==> src/rtl/return_address_stack.sv <==
// Return address stack for fetch-stage return prediction: calls push, returns pop,
// and branches snapshot {ptr, count, top} so recovery restores the stack exactly.
module return_address_stack #(
    parameter int ENTRY_NUM  = 4,
    parameter int ADDR_WIDTH = 32,
    parameter int PTR_WIDTH  = $clog2(ENTRY_NUM),
    parameter int CNT_WIDTH  = $clog2(ENTRY_NUM + 1)
) (
    input  logic                  clk,
    input  logic                  rst_n,
    input  logic                  push,
    input  logic [ADDR_WIDTH-1:0] pushAddr,
    input  logic                  pop,
    output logic [ADDR_WIDTH-1:0] popAddr,
    output logic                  popValid,
    input  logic                  recover,
    input  logic [PTR_WIDTH-1:0]  recoverPtr,
    input  logic [CNT_WIDTH-1:0]  recoverCount,
    input  logic [ADDR_WIDTH-1:0] recoverTopAddr,
    output logic [PTR_WIDTH-1:0]  ckptPtr,
    output logic [CNT_WIDTH-1:0]  ckptCount,
    output logic [ADDR_WIDTH-1:0] ckptTopAddr
);

    localparam logic [CNT_WIDTH-1:0] FULL_CNT = CNT_WIDTH'(ENTRY_NUM);

    logic [ADDR_WIDTH-1:0] entry_q [ENTRY_NUM];
    logic [ADDR_WIDTH-1:0] entry_d [ENTRY_NUM];
    logic [PTR_WIDTH-1:0]  ptr_q, ptr_d;
    logic [CNT_WIDTH-1:0]  count_q, count_d;
    logic [PTR_WIDTH-1:0]  top_idx;
    logic [PTR_WIDTH-1:0]  rec_top_idx;

    // ptr names the next free slot, so the live top sits one below it (mod depth).
    assign top_idx     = ptr_q - PTR_WIDTH'(1);
    assign rec_top_idx = recoverPtr - PTR_WIDTH'(1);

    always_comb begin
        entry_d = entry_q;
        ptr_d   = ptr_q;
        count_d = count_q;
        if (recover) begin
            ptr_d   = recoverPtr;
            count_d = recoverCount;
            if (recoverCount != '0) begin
                entry_d[rec_top_idx] = recoverTopAddr;
            end
        end else if (push && pop && (count_q != '0)) begin
            // Link-and-return replaces the top in place; depth is unchanged.
            entry_d[top_idx] = pushAddr;
        end else if (push) begin
            entry_d[ptr_q] = pushAddr;
            ptr_d          = ptr_q + PTR_WIDTH'(1);
            if (count_q != FULL_CNT) begin
                count_d = count_q + CNT_WIDTH'(1);
            end
        end else if (pop && (count_q != '0)) begin
            ptr_d   = top_idx;
            count_d = count_q - CNT_WIDTH'(1);
        end
    end

    always_ff @(posedge clk or negedge rst_n) begin
        if (!rst_n) begin
            for (int i = 0; i < ENTRY_NUM; i++) begin
                entry_q[i] <= '0;
            end
            ptr_q   <= '0;
            count_q <= '0;
        end else begin
            for (int i = 0; i < ENTRY_NUM; i++) begin
                entry_q[i] <= entry_d[i];
            end
            ptr_q   <= ptr_d;
            count_q <= count_d;
        end
    end

    // Every request is taken in the cycle it appears; there is no ready/backpressure.
    assign popAddr     = entry_q[top_idx];
    assign popValid    = (count_q != '0);
    assign ckptPtr     = ptr_q;
    assign ckptCount   = count_q;
    assign ckptTopAddr = entry_q[top_idx];

endmodule

==> config.mk <==
export PLATFORM = sky130hd
export DESIGN_NAME = return_address_stack
export DESIGN_NICKNAME = d
export VERILOG_FILES = /design/src/rtl/return_address_stack.sv
export SDC_FILE = /design/constraint.sdc
export NUM_CORES = 1
export LEC_CHECK = 0
export CAP_MARGIN = 20
export CORE_MARGIN = 1.5
export CORE_UTILIZATION = 58
export CTS_CLUSTER_SIZE = 24
export DETAILED_ROUTE_END_ITERATION = 8
export GPL_ROUTABILITY_DRIVEN = 0
export PLACE_DENSITY = 0.87
export RECOVER_POWER = 50
export SYNTH_ARGS = -nofsm -noshare
export SYNTH_HDL_FRONTEND = slang
export SYNTH_SLANG_ARGS = --single-unit
==> constraint.sdc <==
create_clock -name clk -period 5.5 [get_ports clk]
set_input_delay 0.825 -clock clk [delete_from_list [all_inputs] [get_ports clk]]
set_output_delay 0.825 -clock clk [all_outputs]
set_load 0.005 [all_outputs]
==> results_dict.tcl, run 1 <==
set metrics [dict create \
    violations "max-capacitance violations, max-slew violations" \
    stdcell_count 881 \
    rsz0062_at_grt "false" \
    r2r_slack_ns 1.46 \
    slew_headroom_pct -138 \
    drive_gt1_share_pct 28.4 \
    tightest_slew_ns 3.57 \
    min_from "entry_q[71]$_DFFE_PN0P_" \
    place_ws_ns 1.52 \
    globalRouteOverflowTotal 0 \
    synth_largest_area_cell "dfrtp_1" \
    ctsHoldBuffers 0 \
    n_antenna_cell 0 \
    synthAdderAreaFrac_pct 0.847 \
    die_h_um 122 \
    finalCriticalPeriod_ns 4.28 \
    clock_latency_ns 0.44 \
    antenna_found_initial 0 \
    dpl.hpwl_um 13700 \
    fin_crit_sh_pct 77.9 \
    ctsResizeCount 0 \
    coreArea_um2 13900 \
    ys_ff_latch 133 \
    cts_tree "yes" \
    finalSetupTns_ns 0 \
    wl_per_cell_um 24.9 \
    drtPass1Iterations 4 \
    fp-row-count 43 \
    r2r_end "entry_q[72]$_DFFE_PN0P_" \
    reg2reg_from "ckptPtr[0]$_DFFE_PN0P_" \
    hold_path_depth 1 \
    drc_errors 0 \
    critPathMaxFanout 34 \
    slew_viol_final 99 \
    placed_cells 849 \
    cts_buffer_depth 2 \
    h-tree-depth 4 \
    area_delta_synth_final_pct 21.9 \
    numCtsBuffers 17 \
    status "finished with violations" \
    synth_fp_nets 676 \
    synthTopCellsByArea "dfrtp_1 (40%), mux2_4 (18%), mux4_2 (8.7%)" \
    grt_pass1_wl_um 34100 \
    setup_violations 0 \
    final_antenna_net_count 0 \
    synth_xor_xnor_area_share_pct 0.530 \
    startpoint_type "flop" \
    post_cts.repair.setup_buffers 0 \
    cp.arrival_ns 3.46 \
    holdPathEnd "entry_q[71]$_DFFE_PN0P_" \
    avgViaCountPerCell 6.61 \
    via_count 5821 \
    clock_sinks 133 \
    synth_compound_area_share_pct 17.3 \
    synth_top_family_by_area "multiplexers" \
    path_clk_slew_ns 0.06 \
    avgSynthCellArea_um2 13.8 \
    synth-simple-area-share_pct 3.00 \
    p_leak_nw 4.44 \
    critPathKind "flop to output port" \
    grt_pass1_vias 6239 \
    endpoint_kind "output port" \
    hold_viol 0 \
    synth_edf_count 0 \
    pin_count 144 \
    clock_skew_ns 0.00739 \
    io_buffers 143 \
    fp.dieArea_um2 15000 \
    initial_core_util_pct 59.6 \
    ff2ff_path_depth 7 \
    synth.cell_area_um2 8270 \
    yosysWarnings 0 \
    synthCells 597 \
    timing.fmax_mhz 233 \
    wirelength_um 22000 \
    synth-seq-area-share_pct 40.3 \
    grt_start_max_net_pins 72 \
    track_usage_pct 30.5 \
    drt-initial-drc-count 493 \
    drv_cap 2 \
    worstPathRequired_ns 4.68 \
    hold_path_class "flop to flop" \
    peakVddDrop_uv 269 \
    final_nets 767 \
    synth_mux_area_share_pct 30.8 \
    clockRootBuffer "clkbuf_16" \
    dieWidth_um 122 \
    setup_ws_ns 1.22 \
    power_per_cell_area_nw_per_um2 372 \
    async_reset_ff_share_pct 100 \
    ys_types 42 \
    synth_top_area_share_pct 40.3 \
    synthFlopType "dfrtp_1" \
]
-- cell families (layout without fill, tap and decap cells) --
| group | after synthesis | after routing |
|---|---|---|
| AO/OA/AOI/OAI | 155 | 155 |
| XOR/XNOR | 5 | 5 |
| adder cells (fa/ha/maj) | 5 | 5 |
| buffers and inverters | 91 | 195 |
| flip-flops | 133 | 133 |
| multiplexers | 161 | 161 |
| AND/OR/NAND/NOR | 47 | 47 |
-- synth_stat cells (all sizes together), types with 2 or more instances --
library cell,number
o31ai,2
nand2b,7
a22o,52
nor2b,2
dfrtp,133
mux4,32
o311a,2
buf,67
a211oi,4
a21oi,3
o2bb2ai,76
clkbuf,13
inv,9
o21ai,5
or2,2
dlygate4sd1,2
o32ai,4
nor2,5
nor3,2
mux2,128
o221ai,4
ha,4
xnor2,5
nand2,24
-- worst max-delay path by stage --
stage	startpoint	to	slack [ns]	cells after the start
global route	rst_n	entry_q[75]$_DFFE_PN0P_	0.91	2
detailed placement	recover	entry_q[122]$_DFFE_PN0P_	1.52	7
global placement	recover	entry_q[91]$_DFFE_PN0P_	1.60	7
floorplan	ckptPtr[0]$_DFFE_PN0P_	popAddr[10]	2.21	8
CTS	ckptPtr[1]$_DFFE_PN0P_	ckptTopAddr[30]	1.78	4
finish	ckptPtr[1]$_DFFE_PN0P_	ckptTopAddr[30]	1.22	4
-- registers in the layout, indices dropped and copies added (netlist names) --
signal	count
entry_q	128
ckptPtr	2
ckptCount	3
-- layout make-up --
type	instances	area, um2
clock inverter	12	223
multi-input combinational	373	4300
sequential	133	3330
tap	180	225
clock buffer	20	467
inverter	9	33.8
timing repair buffer	154	1500
fill	890	3800
-- where the power goes --
group / internal (W) / switching, W
combinational: 0.000682 / 0.000479
sequential: 0.00114 / 0.000109
clock: 0.000886 / 0.000456
total: 0.00271 / 0.00104
-- through the flow --
step                      hold slack [ns]  util, %  total power [W]  cell area, um2
after floorplan                     0.459        -          0.00200            8270
after CTS                           0.399     73.4          0.00378           10200
after detailed placement            0.489     68.4          0.00243            9500
after global routing                0.509     72.6          0.00388           10100
final                               0.486     72.6          0.00375           10100
after global placement              0.475     68.4          0.00239            9500
-- critical path: stages (launching register included) --
cell and delay [ns]:
dfrtp_1 0.39, inv_1 0.11, ha_1 1.47, mux4_2 0.52
clkdlybuf4s50_1 0.52
-- per-layer routing --
| layer | vias up | track usage (%) | share of wire [%] |
|---|---|---|---|
| met5 | - | 0 | 0 |
| met4 | 0 | 11.7 | 2.5 |
| met3 | 49 | 6.37 | 8.1 |
| met2 | 318 | 51.6 | 51 |
| met1 | 2987 | 38.5 | 39 |
| li1 | 2467 | - | - |
-- cell usage in the layout, fill, tap and decap left out, types with 4 or more instances in the layout --
cell type | Yosys | final
mux4_2 | 32 | 32
nand2b_1 | 6 | 7
nand2_1 | 24 | 24
clkdlybuf4s50_1 | 0 | 137
a22o_1 | 52 | 52
dfrtp_1 | 133 | 132
a211oi_1 | 4 | 4
buf_4 | 33 | 9
mux2_1 | 2 | 15
o21ai_0 | 5 | 5
mux2_4 | 100 | 88
bufinv_16 | 0 | 6
ha_1 | 4 | 4
nor2_1 | 5 | 5
dlygate4sd3_1 | 0 | 5
mux2_2 | 26 | 25
clkbuf_16 | 0 | 17
o2bb2ai_1 | 76 | 76
xnor2_1 | 5 | 5
inv_1 | 9 | 9
Power figures use the tool's default switching activity.
==> inputs of run 2 (changes only) <==
--- a/config.mk
+++ b/config.mk
@@ -7,11 +7,11 @@
 export LEC_CHECK = 0
 export CAP_MARGIN = 20
 export CORE_MARGIN = 1.5
-export CORE_UTILIZATION = 58
+export CORE_UTILIZATION = 49
 export CTS_CLUSTER_SIZE = 24
 export DETAILED_ROUTE_END_ITERATION = 8
 export GPL_ROUTABILITY_DRIVEN = 0
-export PLACE_DENSITY = 0.87
+export PLACE_DENSITY = 0.78
 export RECOVER_POWER = 50
 export SYNTH_ARGS = -nofsm -noshare
 export SYNTH_HDL_FRONTEND = slang
==> constraint.sdc (replaced) <==
create_clock -name clk -period 3.45 [get_ports clk]
set_input_delay 0.5175 -clock clk [delete_from_list [all_inputs] [get_ports clk]]
set_output_delay 0.5175 -clock clk [all_outputs]
set_load 0.005 [all_outputs]
==> run 2 against run 1 <==
Net effect: the flow still finishes with violations (max-capacitance violations, max-slew violations); cell count increased by 6.0%; combinational power increased by 64%; register-to-register slack lost 1.3 ns; clock skew down 0.00053 ns; critical endpoint is now entry_q[91]$_DFFE_PN0P_; count of clock-buffer cells in the layout unchanged; sequential cell count did not move.
==> results_dict.tcl, run 2 (synthesis gave the netlist of run 1 again) <==
set metrics [dict create \
    violations "max-capacitance violations, max-slew violations" \
    n_antenna_cell 0 \
    rsz0062_at_grt "false" \
    fin_crit_sh_pct 95.4 \
    cp.arrival_ns 3.59 \
    io_buffers 143 \
    drc_errors 0 \
    dpl.hpwl_um 14000 \
    track_usage_pct 25.8 \
    wirelength_um 22100 \
    cts_tree "yes" \
    holdPathEnd "entry_q[102]$_DFFE_PN0P_" \
    drt-initial-drc-count 485 \
    startpoint_type "flop" \
    post_cts.repair.setup_buffers 0 \
    power_per_cell_area_nw_per_um2 564 \
    p_sw_w 0.00161 \
    slew_headroom_pct -10.2 \
    antenna_found_initial 0 \
    finalCriticalPeriod_ns 3.29 \
    placed_cell_area_um2 9720 \
    multi_input_area_um2 4320 \
    sequentialPowerShare_pct 34.4 \
    ctsHoldBuffers 0 \
    clock_sinks 133 \
    hold_viol 0 \
    critPathMaxFanout 19 \
    reg2reg_from "ckptCount[0]$_DFFE_PN0P_" \
    whs_ns 0.489 \
    r2r_slack_ns 0.16 \
    grt_pass1_wl_um 35000 \
    status "finished with violations" \
    total_power_w 0.00577 \
    hold_path_class "flop to flop" \
    drive_gt1_share_pct 30.4 \
    ff2ff_path_depth 5 \
    final_antenna_net_count 0 \
    fp-row-count 47 \
    p_clk_share_pct 32.7 \
    via_count 5821 \
    worstPathRequired_ns 3.75 \
    clock_latency_ns 0.42 \
    slew_viol_final 66 \
    initial_core_util_pct 50.0 \
    drtPass1Iterations 5 \
    largest_reg_flops 128 \
    peakVddDrop_uv 407 \
    setup_violations 0 \
    layout_common_cells "clkdlybuf4s50_1 (135), dfrtp_1 (132), mux2_4 (90)" \
    top_register "entry_q" \
    die_h_um 133 \
    grt_pass1_vias 6308 \
    grt_start_max_net_pins 66 \
    wl_per_cell_um 23.6 \
    finalInstanceArea_um2 10200 \
    fp.dieArea_um2 17700 \
    clockRootBuffer "clkbuf_16" \
    critPathKind "flop to flop" \
    hold_path_depth 1 \
    final_nets 782 \
    clock_skew_ns 0.00685 \
    globalRouteOverflowTotal 0 \
    finalSetupTns_ns 0 \
    area_delta_synth_final_pct 23.7 \
    min_from "entry_q[102]$_DFFE_PN0P_" \
    p_comb_share_pct 32.9 \
    timing.fmax_mhz 304 \
    numCtsBuffers 17 \
    seqCellArea_um2 3330 \
    endpoint_kind "flop" \
    avgViaCountPerCell 6.23 \
    drv_cap 1 \
    path_clk_slew_ns 0.06 \
    intPower_w 0.00416 \
    dieWidth_um 133 \
    coreArea_um2 16500 \
    r2r_end "entry_q[91]$_DFFE_PN0P_" \
    swShare_pct 27.9 \
    pin_count 144 \
    final_common_cell "clkdlybuf4s50_1" \
    tightest_slew_ns 1.65 \
    cts_buffer_depth 2 \
    fill_cells 1255 \
    p_leak_nw 4.52 \
    h-tree-depth 4 \
]
-- run 2: cell types whose count changed in the layout (fill, tap and decap cells not counted), sizes merged, moves of 2 or more --
cell,change
clkinv,+2
clkdlybuf4s50,-2
buf,+15
bufinv,-2
-- run 2: how the worst max path moves through the flow --
stage                                         from                 endpoint  slack, ns  cells past startpoint
after CTS                   ckptPtr[0]$_DFFE_PN0P_           ckptTopAddr[4]      0.007                      5
after global routing        ckptPtr[0]$_DFFE_PN0P_           ckptTopAddr[4]       0.05                      5
after floorplan             ckptPtr[0]$_DFFE_PN0P_              popAddr[10]       0.47                      8
after global placement                         pop  entry_q[84]$_DFFE_PN0P_       0.48                      6
after detailed placement                       pop  entry_q[45]$_DFFE_PN0P_       0.43                      6
final                     ckptCount[0]$_DFFE_PN0P_  entry_q[91]$_DFFE_PN0P_       0.16                      5
-- run 2: routing by layer --
metal | part of all wire, % | track usage (%) | wire, um
met4 | 2.7 | 10.0 | 601
met1 | 40 | 32.4 | 8740
met2 | 50 | 43.6 | 11100
met5 | 0 | 0 | 0
met3 | 7.3 | 5.48 | 1620
-- run 2: power by group through the flow --
stage / combinational, W / clock (W) / sequential (W)
floorplan: 0.00125 / 0 / 0.00194
global placement: 0.00189 / 0 / 0.00199
detailed placement: 0.00192 / 0 / 0.00201
CTS: 0.00194 / 0.00190 / 0.00199
global route: 0.00201 / 0.00199 / 0.00202
finish: 0.00190 / 0.00189 / 0.00199
-- run 2: what timing repair did --
item | 4_1_cts | 5_1_grt
endpoints found under the setup margin | 0 | 42
endpoints found under the hold margin | 0 | 0
resized for setup | 0 | 1
-- run 2: through the flow --
stage	std cells	worst slack [ns]	util [%]
finish	934	0.159	61.9
global route	934	0.0474	61.9
CTS	934	0.00684	62.5
detailed placement	904	0.435	58.8
global placement	904	0.477	58.8
floorplan	597	0.465	-
-- run 2: worst max-delay path, cell delays in order, from the launching register on --
cell and delay, ns:
dfrtp_1 0.50, o311a_1 0.55, or2_0 0.40, o221ai_2 1.06, buf_12 0.31, mux2_4 0.32
-- run 2: layout make-up --
class | count | share of cell area [%]
timing repair buffer | 169 | 16.3
multi-input combinational | 373 | 42.2
clock buffer | 20 | 4.37
sequential | 133 | 32.5
inverter | 9 | 0.330
tap | 220 | 2.69
clock inverter | 10 | 1.53
==> inputs of run 3 (changes only) <==
--- a/config.mk
+++ b/config.mk
@@ -11,6 +11,7 @@
 export CTS_CLUSTER_SIZE = 24
 export DETAILED_ROUTE_END_ITERATION = 8
 export GPL_ROUTABILITY_DRIVEN = 0
+export GPL_TIMING_DRIVEN = 0
 export PLACE_DENSITY = 0.78
 export RECOVER_POWER = 50
 export SYNTH_ARGS = -nofsm -noshare
==> run 3 against run 2 <==
Net effect: the flow still finishes with violations (max-capacitance violations, max-slew violations); sequential cell count stayed put; critical path depth up 2; first-iteration DRC count down 15%; fmax decreased by 1.1%; combinational power up 8%; wire length grew 4.4%; via count increased by 4.4%; sequential power barely moved; critical path type is now flop to output port; critical endpoint is now popAddr[11].
==> results_dict.tcl, run 3 (synthesis gave the netlist of run 1 again) <==
set metrics [dict create \
    clock_skew_ns 0.00393 \
    place_ws_ns -0.802 \
    pin_count 144 \
    fill_cells 1226 \
    cts_tree "yes" \
    fp.dieArea_um2 17700 \
    numCtsBuffers 17 \
    tightest_slew_ns 2.50 \
    grt_pass1_wl_um 36700 \
    clock_latency_ns 0.42 \
    finalSetupTns_ns 0 \
    largest_reg_flops 128 \
    finalCriticalPeriod_ns 3.33 \
    critPathKind "flop to output port" \
    grt_start_max_net_pins 92 \
    drive_gt1_share_pct 33.1 \
    antenna_found_initial 0 \
    globalRouteOverflowTotal 0 \
    peakVddDrop_uv 390 \
    top_register "entry_q" \
    critPathMaxFanout 10 \
    die_h_um 133 \
    p_leak_nw 4.76 \
    avgViaCountPerCell 6.14 \
    via_count 6077 \
    h-tree-depth 4 \
    drt-initial-drc-count 413 \
    setup_ws_ns 0.124 \
    final_common_cell "clkdlybuf4s50_1" \
    setup_violations 0 \
    wirelength_um 23000 \
    dieWidth_um 133 \
    final_util_pct 63.8 \
    min_from "push" \
    coreArea_um2 16500 \
    fin_crit_sh_pct 96.4 \
    clock_sinks 133 \
    layout_common_cells "clkdlybuf4s50_1 (136), dfrtp_1 (132), mux2_4 (92)" \
    final_nets 836 \
    hold_viol 0 \
    multi_input_area_um2 4230 \
    grt_pass1_vias 6591 \
    slew_viol_final 43 \
    drv_cap 1 \
    seqCellArea_um2 3330 \
    area_delta_synth_final_pct 27.4 \
    n_antenna_cell 0 \
    cts_buffer_depth 2 \
    clockRootBuffer "clkbuf_16" \
    wl_per_cell_um 23.2 \
    reg2reg_from "ckptCount[0]$_DFFE_PN0P_" \
    crit_path_start "ckptPtr[0]$_DFFE_PN0P_" \
    dpl.hpwl_um 15500 \
    endpoint_kind "output port" \
    drc_errors 0 \
    path_clk_slew_ns 0.06 \
    startpoint_type "flop" \
    worstPathRequired_ns 2.93 \
    slew_headroom_pct -66.7 \
    io_buffers 141 \
    drtPass1Iterations 5 \
    final_antenna_net_count 0 \
    initial_core_util_pct 50.0 \
    fp-row-count 47 \
    rsz0062_at_grt "false" \
    power_per_cell_area_nw_per_um2 584 \
    track_usage_pct 27.1 \
    cp.arrival_ns 2.81 \
    hold_path_class "input port to flop" \
    timing.fmax_mhz 301 \
    violations "max-capacitance violations, max-slew violations" \
    status "finished with violations" \
]
run 3: cell count changes in the layout (fill, tap and decap cells not counted), sizes merged:
| cell | delta |
|---|---|
| buf | +39 |
| dlygate4sd3 | -2 |
| dlygate4sd1 | +2 |
| clkdlybuf4s50 | +1 |
| clkinv | +1 |
| clkinvlp | +1 |
| bufinv | +3 |
| clkbuf | +11 |
run 3: layer usage:
| layer | global-route usage [%] | wire length (um) |
|---|---|---|
| met1 | 34.5 | 9380 |
| met2 | 45.1 | 11600 |
| met3 | 7.09 | 1590 |
| met4 | 9.16 | 470 |
| met5 | 0 | 0 |
run 3: per-stage QoR:
step / hold WS (ns) / power, W / std cells / cell area, um2
finish: 0.495 / 0.00615 / 990 / 10500
detailed placement: 0.465 / 0.00407 / 959 / 9980
floorplan: 0.222 / 0.00319 / 597 / 8270
global route: 0.502 / 0.00639 / 990 / 10500
CTS: 0.0207 / 0.00621 / 990 / 10700
global placement: 0.471 / 0.00401 / 958 / 9950
run 3: repair_timing:
action / CTS / global route
hold endpoints to repair: 0 / 0
hold buffers: 0 / 0
resized for setup: 12 / 1
buffers inserted: 1 / 0
endpoints found under the setup margin: 64 / 2
run 3: final cells by class:
class,count,area share (%)
timing repair buffer,143,13.7
tap,220,2.61
inverter,9,0.321
multi-input combinational,373,40.1
clock buffer,17,4.04
clock inverter,15,2.46
sequential,133,31.6
buffer,80,5.18
run 3: path summary, 6_finish.rpt:
kind,slack [ns],cells past startpoint,to
max reg2reg,0.23,5,entry_q[52]$_DFFE_PN0P_
min,0.50,4,ckptPtr[1]$_DFFE_PN0P_
max,0.12,7,popAddr[11]
min reg2reg,0.50,1,entry_q[118]$_DFFE_PN0P_
max in group asynchronous,1.16,1,entry_q[51]$_DFFE_PN0P_
min in group asynchronous,0.86,1,ckptCount[0]$_DFFE_PN0P_
run 3: critical path, cell delays in order, from the launching register on:
cell and delay [ns]:
dfrtp_2 0.39, buf_6 0.20, inv_1 0.11, ha_2 0.45, buf_4 0.26, mux4_2 0.37
buf_4 0.16, clkdlybuf4s50_1 0.43
run 3: power breakdown:
group | switching, W | total, W | internal (W) | leakage, nW
Sequential | 0.000159 | 0.00198 | 0.00182 | 1.78
Clock | 0.000696 | 0.00212 | 0.00142 | 0.332
Combinational | 0.000817 | 0.00206 | 0.00124 | 2.64
